[config.mk]
export PLATFORM = sky130hd
export DESIGN_NAME = tri_span_walker
export DESIGN_NICKNAME = d
export VERILOG_FILES = /design/src/rtl/tri_span_walker.sv
export SDC_FILE = /design/constraint.sdc
export NUM_CORES = 1
export LEC_CHECK = 0
export CAP_MARGIN = 20
export CORE_UTILIZATION = 60
export CTS_CLUSTER_SIZE = 40
export DETAILED_ROUTE_END_ITERATION = 12
export DONT_BUFFER_PORTS = 1
export PLACE_DENSITY = 0.74
export SLEW_MARGIN = 0
export SYNTH_ARGS = -nofsm -noshare
export SYNTH_HDL_FRONTEND = slang
export SYNTH_SLANG_ARGS = --single-unit
[constraint.sdc]
create_clock -name clk -period 8.43 [get_ports clk]
set_input_delay 0.843 -clock clk [delete_from_list [all_inputs] [get_ports clk]]
set_output_delay 0.843 -clock clk [all_outputs]
set_load 0.01 [all_outputs]
[src/rtl/tri_span_walker.sv]
// Triangle scan walker: sorts three vertices by y, then walks the long and short
// edges with integer error accumulators, handing one horizontal span per y to a span filler.
module tri_span_walker (
    input  logic        clk,
    input  logic        rst,
    input  logic        req_1,
    output logic        ack_1,
    input  logic [23:0] v0,
    input  logic [23:0] v1,
    input  logic [23:0] v2,
    input  logic [23:0] rgb_in,
    output logic [23:0] rgb,
    output logic [23:0] point_out_a,
    output logic [23:0] point_out_b,
    output logic        req_2,
    input  logic        ack_2
);

    typedef enum logic [3:0] {
        IDLE, LOAD, SORT1, SORT2, SORT3, INIT, EMIT, RELEASE, STEP, DONE
    } state_t;

    state_t      state_reg, state_next;
    logic [23:0] vtx_reg [3];
    logic [23:0] rgb_reg;
    logic [7:0]  y_reg;

    logic [1:0]  init_en;
    logic [1:0]  add_en;
    logic        step_en;
    logic        y_inc;
    logic [1:0]  pending;
    logic [23:0] edge_start [2];
    logic [23:0] edge_end   [2];
    logic [7:0]  cur_x [2];
    logic [7:0]  cur_z [2];

    logic [7:0]  y0, y1, y2;
    assign y0 = vtx_reg[0][15:8];
    assign y1 = vtx_reg[1][15:8];
    assign y2 = vtx_reg[2][15:8];

    always_ff @(posedge clk or negedge rst) begin
        if (!rst) begin
            state_reg  <= IDLE;
            vtx_reg[0] <= '0;
            vtx_reg[1] <= '0;
            vtx_reg[2] <= '0;
            rgb_reg    <= '0;
            y_reg      <= '0;
        end else begin
            state_reg <= state_next;
            case (state_reg)
                IDLE: if (req_1) begin
                    vtx_reg[0] <= v0;
                    vtx_reg[1] <= v1;
                    vtx_reg[2] <= v2;
                    rgb_reg    <= rgb_in;
                end
                // strict compare keeps equal-y vertices in input order
                SORT1, SORT3: if (y0 > y1) begin
                    vtx_reg[0] <= vtx_reg[1];
                    vtx_reg[1] <= vtx_reg[0];
                end
                SORT2: if (y1 > y2) begin
                    vtx_reg[1] <= vtx_reg[2];
                    vtx_reg[2] <= vtx_reg[1];
                end
                INIT: y_reg <= y0;
                default: if (y_inc) y_reg <= y_reg + 8'd1;
            endcase
        end
    end

    always_comb begin
        state_next = state_reg;
        init_en    = 2'b00;
        add_en     = 2'b00;
        step_en    = 1'b0;
        y_inc      = 1'b0;
        case (state_reg)
            IDLE:    if (req_1) state_next = LOAD;
            LOAD:    state_next = SORT1;
            SORT1:   state_next = SORT2;
            SORT2:   state_next = SORT3;
            SORT3:   state_next = INIT;
            INIT: begin
                init_en    = 2'b11;
                state_next = EMIT;
            end
            EMIT:    if (ack_2) state_next = RELEASE;
            RELEASE: if (!ack_2) begin
                if (y_reg == y2) begin
                    state_next = DONE;
                end else begin
                    state_next = STEP;
                    y_inc      = 1'b1;
                    add_en     = 2'b11;
                    // entering the lower half: short edge swaps to V1->V2
                    if ((y_reg + 8'd1) == y1 && y1 < y2) begin
                        init_en[1] = 1'b1;
                        add_en[1]  = 1'b0;
                    end
                end
            end
            STEP: begin
                step_en = 1'b1;
                if (pending == 2'b00) state_next = EMIT;
            end
            DONE:    state_next = IDLE;
            default: state_next = IDLE;
        endcase
    end

    // Flat triangles use a degenerate short edge sitting on V2.
    always_comb begin
        edge_start[0] = vtx_reg[0];
        edge_end[0]   = vtx_reg[2];
        edge_start[1] = vtx_reg[1];
        edge_end[1]   = vtx_reg[2];
        if (y0 == y2) begin
            edge_start[1] = vtx_reg[2];
        end else if (state_reg == INIT && y0 != y1) begin
            edge_start[1] = vtx_reg[0];
            edge_end[1]   = vtx_reg[1];
        end
    end

    genvar gi;
    generate
        for (gi = 0; gi < 2; gi++) begin : g_edge
            logic [7:0] x_reg, z_reg, dy_reg, dx_reg, dz_reg;
            logic       x_neg_reg, z_neg_reg;
            logic [9:0] ex_reg, ez_reg;
            logic       x_move, z_move;
            logic [7:0] sx, sz, ex, ez;

            assign sx = edge_start[gi][23:16];
            assign sz = edge_start[gi][7:0];
            assign ex = edge_end[gi][23:16];
            assign ez = edge_end[gi][7:0];

            assign x_move      = (dy_reg != 8'd0) && (ex_reg >= {2'b00, dy_reg});
            assign z_move      = (dy_reg != 8'd0) && (ez_reg >= {2'b00, dy_reg});
            assign pending[gi] = x_move | z_move;
            assign cur_x[gi]   = x_reg;
            assign cur_z[gi]   = z_reg;

            always_ff @(posedge clk or negedge rst) begin
                if (!rst) begin
                    x_reg     <= '0;
                    z_reg     <= '0;
                    dy_reg    <= '0;
                    dx_reg    <= '0;
                    dz_reg    <= '0;
                    x_neg_reg <= 1'b0;
                    z_neg_reg <= 1'b0;
                    ex_reg    <= '0;
                    ez_reg    <= '0;
                end else if (init_en[gi]) begin
                    x_reg     <= sx;
                    z_reg     <= sz;
                    dy_reg    <= edge_end[gi][15:8] - edge_start[gi][15:8];
                    dx_reg    <= (ex > sx) ? ex - sx : sx - ex;
                    dz_reg    <= (ez > sz) ? ez - sz : sz - ez;
                    x_neg_reg <= !(ex > sx);
                    z_neg_reg <= !(ez > sz);
                    ex_reg    <= '0;
                    ez_reg    <= '0;
                end else if (add_en[gi] && dy_reg != 8'd0) begin
                    ex_reg <= ex_reg + {2'b00, dx_reg};
                    ez_reg <= ez_reg + {2'b00, dz_reg};
                end else if (step_en) begin
                    if (x_move) begin
                        x_reg  <= x_neg_reg ? x_reg - 8'd1 : x_reg + 8'd1;
                        ex_reg <= ex_reg - {2'b00, dy_reg};
                    end
                    if (z_move) begin
                        z_reg  <= z_neg_reg ? z_reg - 8'd1 : z_reg + 8'd1;
                        ez_reg <= ez_reg - {2'b00, dy_reg};
                    end
                end
            end
        end
    endgenerate

    assign ack_1       = (state_reg != IDLE) && (state_reg != DONE);
    assign req_2       = (state_reg == EMIT);
    assign rgb         = rgb_reg;
    assign point_out_a = {cur_x[0], y_reg, cur_z[0]};
    assign point_out_b = {cur_x[1], y_reg, cur_z[1]};

endmodule
Word-level counts from Yosys, hierarchy flattened. Index checks and enable logic that the tools add are counted.

Register bits after elaboration: 232. Word-level logic and storage cells: 207. Input bits: 100. Output and inout bits: 74.

Bitwise operators: 3. Muxes and demuxes: 71. Reductions and logical operators: 50. Add/sub/neg operators: 27. Equality and inequality tests: 21. Magnitude comparators: 11.

Operator list (number): two-way mux 8 bit (25); two-way mux 10 bit (16); two-way mux 24 bit (4); two-way mux 48 bit (2); one-hot mux 24 bit (2 select lines) (2); subtractor 8 bit (10); two-way mux 72 bit (1); one-hot mux 24 bit (3 select lines) (1); greater-than comparator 8 bit (6); adder 10 x 8 -> 10 bit (4); adder 8 x 1 -> 8 bit, second input constant (5); >= comparator 10 x 8 -> 1 bit (4); subtractor 10 x 8 -> 10 bit (4); one-hot mux 4 bit (9 select lines) (1); subtractor 8 x 1 -> 8 bit, second input constant (4); equality test 8 bit (3); nonzero test 3 bit (7); AND reduction 3 bit (6); nonzero test 2 bit (9); equality test 4 x 3 -> 1 bit, second input constant (4); two-way mux 4 bit (4); one-hot mux 8 bit (2 select lines) (1); nonzero test 8 bit (2); inequality test 2 bit, second input constant (7); other kinds (21) (51).

Depth between registers and ports, before layout.
Word-level depth: 10. Mapped depth: 25. Gate-level depth less buffers: 21.

Worst setup path after synthesis. OpenSTA, ideal clock, no wires.

Kind: reg2reg. From: register vtx_reg[37] (netlist name). To: register g_edge[1].dz_reg[7]. Setup slack: 4101 ps. Setup time: 125 ps. Clock period less this slack: 4329 ps. Arrival: 4205 ps. Data required time: 8305 ps. Buffers on the path: 4. Stages on the path, launching flop included: 22. Path through: dfrtp_1 > clkbuf_1 > inv_1 > ha_1 > nand4_1 > or2_2 > nand2_1 > buf_2 > buf_2 > a21oi_1 > o21ai_0 > inv_1 > ha_1 > a211o_1 > a21oi_1 > a21o_1 > buf_4 > mux2_2 > o21ai_1 > o21ai_1 > xnor2_1 > mux2_2.

Word-level cells in the longest chain between the ends: 6. Elaborated cells on any way between the ends: 17. Those cells by class: 2 x add/sub; 2 x order compare; 2 x eq/ne; 9 x mux; 2 x reduce/logical.

Ends and longest elaborated chain: start, declared (line 24) `logic [23:0] vtx_reg [3];`; inequality test 8 bit, or another cell as far along (line 123) `end else if (state_reg == INIT && y0 != y1) begin`; logical AND 1 bit (on tied branches) (line 123, 100); two-way mux 24 bit / two-way mux 1 bit (equally long branches) (line 123, 100); two-way mux 24 bit / two-way mux 1 bit (equally long branches) (line 121, 93); subtractor 8 bit, or another cell as far along (line 165) `dz_reg <= (ez > sz) ? ez - sz : sz - ez;`; two-way mux 8 bit / one-hot mux 1 bit (2 select lines) (equally long branches) (line 165, 81); end signal, assigned (line 165); end, declared (line 132) `logic [7:0] x_reg, z_reg, dy_reg, dx_reg, dz_reg;`.

Parallel ways exist; a longest one is shown, timed or not. A chain may end at the register's enable or synchronous reset.

Worst setup path in the final report. Same ends and word-level chain as after synthesis.

==> impl.org <==
** Detailed routing
- Using the TritonRoute via totals, the vias-per-cell ratio works out to 6.16.
- The detailed router finished its first iteration with 904 violations.
- Summed over all layers, the routed wires come to 48500 um.
- In the final routed layout, each cell accounts on average for 19.7 um.
- Residual DRC :: 0
- The detailed router placed 15137 vias in this run.
- The first detailed-routing pass ran for 5 iterations.
- Post-route antenna net violation count :: 0

** Worst setup path
- Data on the critical path is required at its endpoint by 8.86 ns.
- Standard cell with the maximum stage delay on the critical path :: dfrtp_1
- Crit Path Max Fanout :: 48
- STA puts the critical path data arrival time at 5.42 ns.
- Cells along the critical path :: inv_1 -> ha_1 -> nand4_1 -> or2_2 -> nand2_1 -> buf_4 -> nor2_2 -> buf_4 -> mux2i_1 -> ha_1 -> inv_1 -> fa_1 -> nand3_1 -> a21o_1 -> a21o_1 -> mux2_2 -> o21ai_1 -> o21ai_1 -> xnor2_1 -> mux2_2
- STA classifies the critical path startpoint as a flip-flop.
- The critical path in this run is classified as flip-flop to flip-flop.
- Kind of capture point of the worst setup path :: flip-flop
- Together, buffers and inverters on the worst path number 4.
- The kind of cell with the highest combined delay along the critical path is adder cells.
- Slowest cell delay on critical path :: a little under 0.6 ns

** STA
- The worst pin sits at a relative slew slack of 34.8%.
- Number of setup violations in the final report :: 0
- Maximum achievable frequency :: 200 MHz
- Final critical path time including I/O delays and setup :: 4.99 ns
- Worst Tran Pin Value :: 0.977 ns
- Period Utilization, post-route :: about three fifths
- Post-Route Skew :: 0.0150 ns
- Max Transition Viols Final :: 0
- Summed negative setup slack over all endpoints :: 0 ns
- Setup slack closes at 3.44 ns.
- Total count of hold-check failures in the final report :: 0
- Setup repair after global routing left no endpoint under its margin.

** Yosys
- The synthesized netlist devotes between 10% and 20% of its cell area to compound gates.
- Most common flop cell mapped by yosys :: dfrtp_1
- The largest total area in the synthesized netlist belongs to dfrtp_1.
- After synthesis the cells add up to 18400 um^2.
- Counting flops with a built-in enable in the synthesized netlist gives 0.
- Portion of netlist area occupied by mux cells :: 9.05%
- Counting every net in the synthesized netlist gives between 2000 and 2500.
- The synthesized netlist contains 82 unique library cells.
- Synthesis produced a netlist whose cell count is 2095.
- Post-synthesis register bit count :: about 230
- Of all flip-flops after synthesis, the portion carrying an async set or reset was 100%.
- Combinational family with the most area after synthesis :: compound AO/OA/AOI/OAI gates
- Area fraction in and, or, nand and nor cells after synthesis :: a little over an eighth
- After synthesis, the cell types taking the most area are dfrtp_1 32%, ha_1 12%, mux2i_1 5.4%.
- After Yosys synthesis, XOR and XNOR cells account for 6.38% of the synthesized area.
- Yosys printed 0 warnings.
- Post-synth top area share :: 31.5%
- Post-synthesis adder-cell area fraction :: 14.6%
- Of the synthesized area, sequential elements account for 31.5%.
- Dividing the synthesized area by the synthesized cell count gives 8.79 um^2.

** Global route
- Vias in the first global route :: 14962
- Gr busiest metal :: met2
- In the global route stage, met2 resource usage came out at 52.3%.
- The initial antenna violation count is 7.
- In the global route stage, met1 resource usage came out at between 30% and 40%.
- The total overflow left after global routing is 0.
- Met3 usage in global routing :: 6.36%
- In the global route stage, overall resource usage came out at 31.0%.
- Pin count of the biggest net entering global routing :: 106
- Wire length of the first global-routing pass :: between 70000 and 80000 um

** Clock network
- Hold repair after CTS inserted 3 buffers.
- CTS built an H-tree with a depth of 1.
- Buffers inserted by post-CTS timing repair :: 0
- In this run, CTS created clock tree buffers numbering 28.
- Clock tree synthesis found a total of around 230 sinks.
- Clock-pin slew was measured on the worst setup and hold paths at 0.06 ns.
- The clock passes through at most 3 buffers.
- At the later pin of the worst-skew pair, clock insertion delay measures 0.55 ns.
- CTS tree :: built
- The tree is rooted in a clkbuf_16.
- In this run, post-CTS repair resized a total of 0 instances.

** Placed design
- After legalization and detailed placement, the total HPWL measured 35500 um.
- Routability-driven placement congestion ratio :: 0.986
- Worst slack, placed :: 3.52 ns
- Buffers placed on the I/O ports in this run total 0.

** Hold path
- Classification of the worst-slack hold path :: primary input to async pin

** Status
- The flow ran to the end, and the final reports show no timing, DRC or antenna violations.

** Floorplan
- In this run the vertical extent of the chip is ~180 um.
- The floorplan step defined a die boundary enclosing 31400 um^2.
- From left edge to right edge, the die measures 177 um.
- For this design the top-level I/O count stands at 174.
- Starting Density :: about three fifths
- The floorplan has 63 rows.
- Floorplan Core Area :: 29900 um^2

** Layout
- Number of nets at the end of the flow :: approximately 2300
- The area growth from synthesis to layout is 6.11%.
- Fraction of final layout cells with drive strength greater than 1 :: under 10%

** Job
- Maxcap violations :: 0
## logic make-up (layout without fill, tap and decap cells)
kind of cell,after synthesis,after routing
simple gates,530,530
fa+ha+maj,201,201
buf+inv,261,229
other cells,0,6
xor+xnor,134,134
compound gates,578,578
flops,232,232
mux,159,159
## placed cells by master (no fill, tap or decap), types with 6 or more instances in the layout
cell | netlist | routed
o21a_1 | 12 | 12
inv_1 | 162 | 162
a21o_1 | 37 | 37
nor3_1 | 30 | 28
nand2_1 | 180 | 180
a22o_1 | 10 | 10
mux2_1 | 8 | 8
mux2_2 | 51 | 51
and2_1 | 11 | 11
fa_1 | 22 | 22
nor2b_1 | 32 | 32
buf_4 | 15 | 15
nand3_1 | 18 | 18
o21ai_1 | 20 | 20
nor2_1 | 173 | 171
clkinv_2 | 0 | 8
or3_1 | 9 | 9
o22ai_1 | 10 | 10
nand2b_1 | 18 | 18
a21oi_1 | 196 | 196
o31ai_1 | 6 | 6
nand4_1 | 23 | 23
diode_2 | 0 | 6
and3_1 | 7 | 7
a22oi_1 | 17 | 17
o21bai_1 | 16 | 16
xnor2_1 | 81 | 81
a211oi_1 | 41 | 41
o21ai_0 | 145 | 145
mux2i_1 | 100 | 100
dfrtp_1 | 232 | 232
xor2_1 | 53 | 53
a31oi_1 | 11 | 11
ha_1 | 179 | 179
clkbuf_16 | 0 | 29
## per-stage QoR
step	cells	hold WS [ns]	cell area [um^2]	utilization, %
global placement	2401	0.473	18500	62.1
floorplan	2095	0.434	18400	-
detailed placement	2401	0.487	18500	62.1
CTS	2453	0.118	19500	65.3
global route	2455	0.124	19500	65.3
finish	2459	0.129	19500	65.4
## Yosys cell counts, drive strengths merged (4+ instances only)
cell type,number
a211o,5
a211oi,43
a21boi,4
a21o,38
a21oi,199
a221oi,5
a22o,10
a22oi,17
a31oi,11
and2,11
and3,7
buf,56
clkbuf,43
dfrtp,232
fa,22
ha,179
inv,162
mux2,59
mux2i,100
nand2,180
nand2b,18
nand3,18
nand4,23
nor2,177
nor2b,32
nor3,32
nor4,5
o211a,4
o21a,12
o21ai,165
o21bai,16
o22ai,12
o31ai,8
or3,9
xnor2,81
xor2,53
## final cells by class
type | count | area, um^2
Tap cell | 390 | 488
Clock inverter | 12 | 93.8
Multi-Input combinational cell | 1602 | 11500
Inverter | 162 | 608
Clock buffer | 37 | 806
Antenna cell | 6 | 15.0
Timing Repair Buffer | 18 | 188
Fill cell | 2533 | 10300
Sequential cell | 232 | 5810
## metal layers
metal / vias up / part of all wire (%)
met5: - / 0.027
met4: 2 / 3.8
met3: 98 / 6.2
met2: 412 / 48
met1: 7374 / 42
li1: 7251 / -
## worst paths after layout
check	from	end	slack [ns]	cells after the start
setup / recovery	vtx_reg[37]$_DFFE_PN0P_	g_edge[1].dz_reg[7]$_DFFE_PN0N_	3.44	20
hold / removal	rst	edge_start[31]$_DFFE_PN0P_	0.13	1
setup reg to reg	vtx_reg[37]$_DFFE_PN0P_	g_edge[1].dz_reg[7]$_DFFE_PN0N_	3.44	20
hold reg to reg	g_edge[0].dx_reg[0]$_DFFE_PN0N_	g_edge[0].dx_reg[0]$_DFFE_PN0N_	0.50	2
max in group asynchronous	rst	g_edge[1].x_reg[6]$_DFFE_PN0P_	7.76	1
min in group clk	rgb_in[6]	rgb[6]$_DFFE_PN0P_	0.44	1
Power is left out: the tool's default activity adds up to more than one toggle a clock period on the data nets, which glitch-free logic cannot reach.
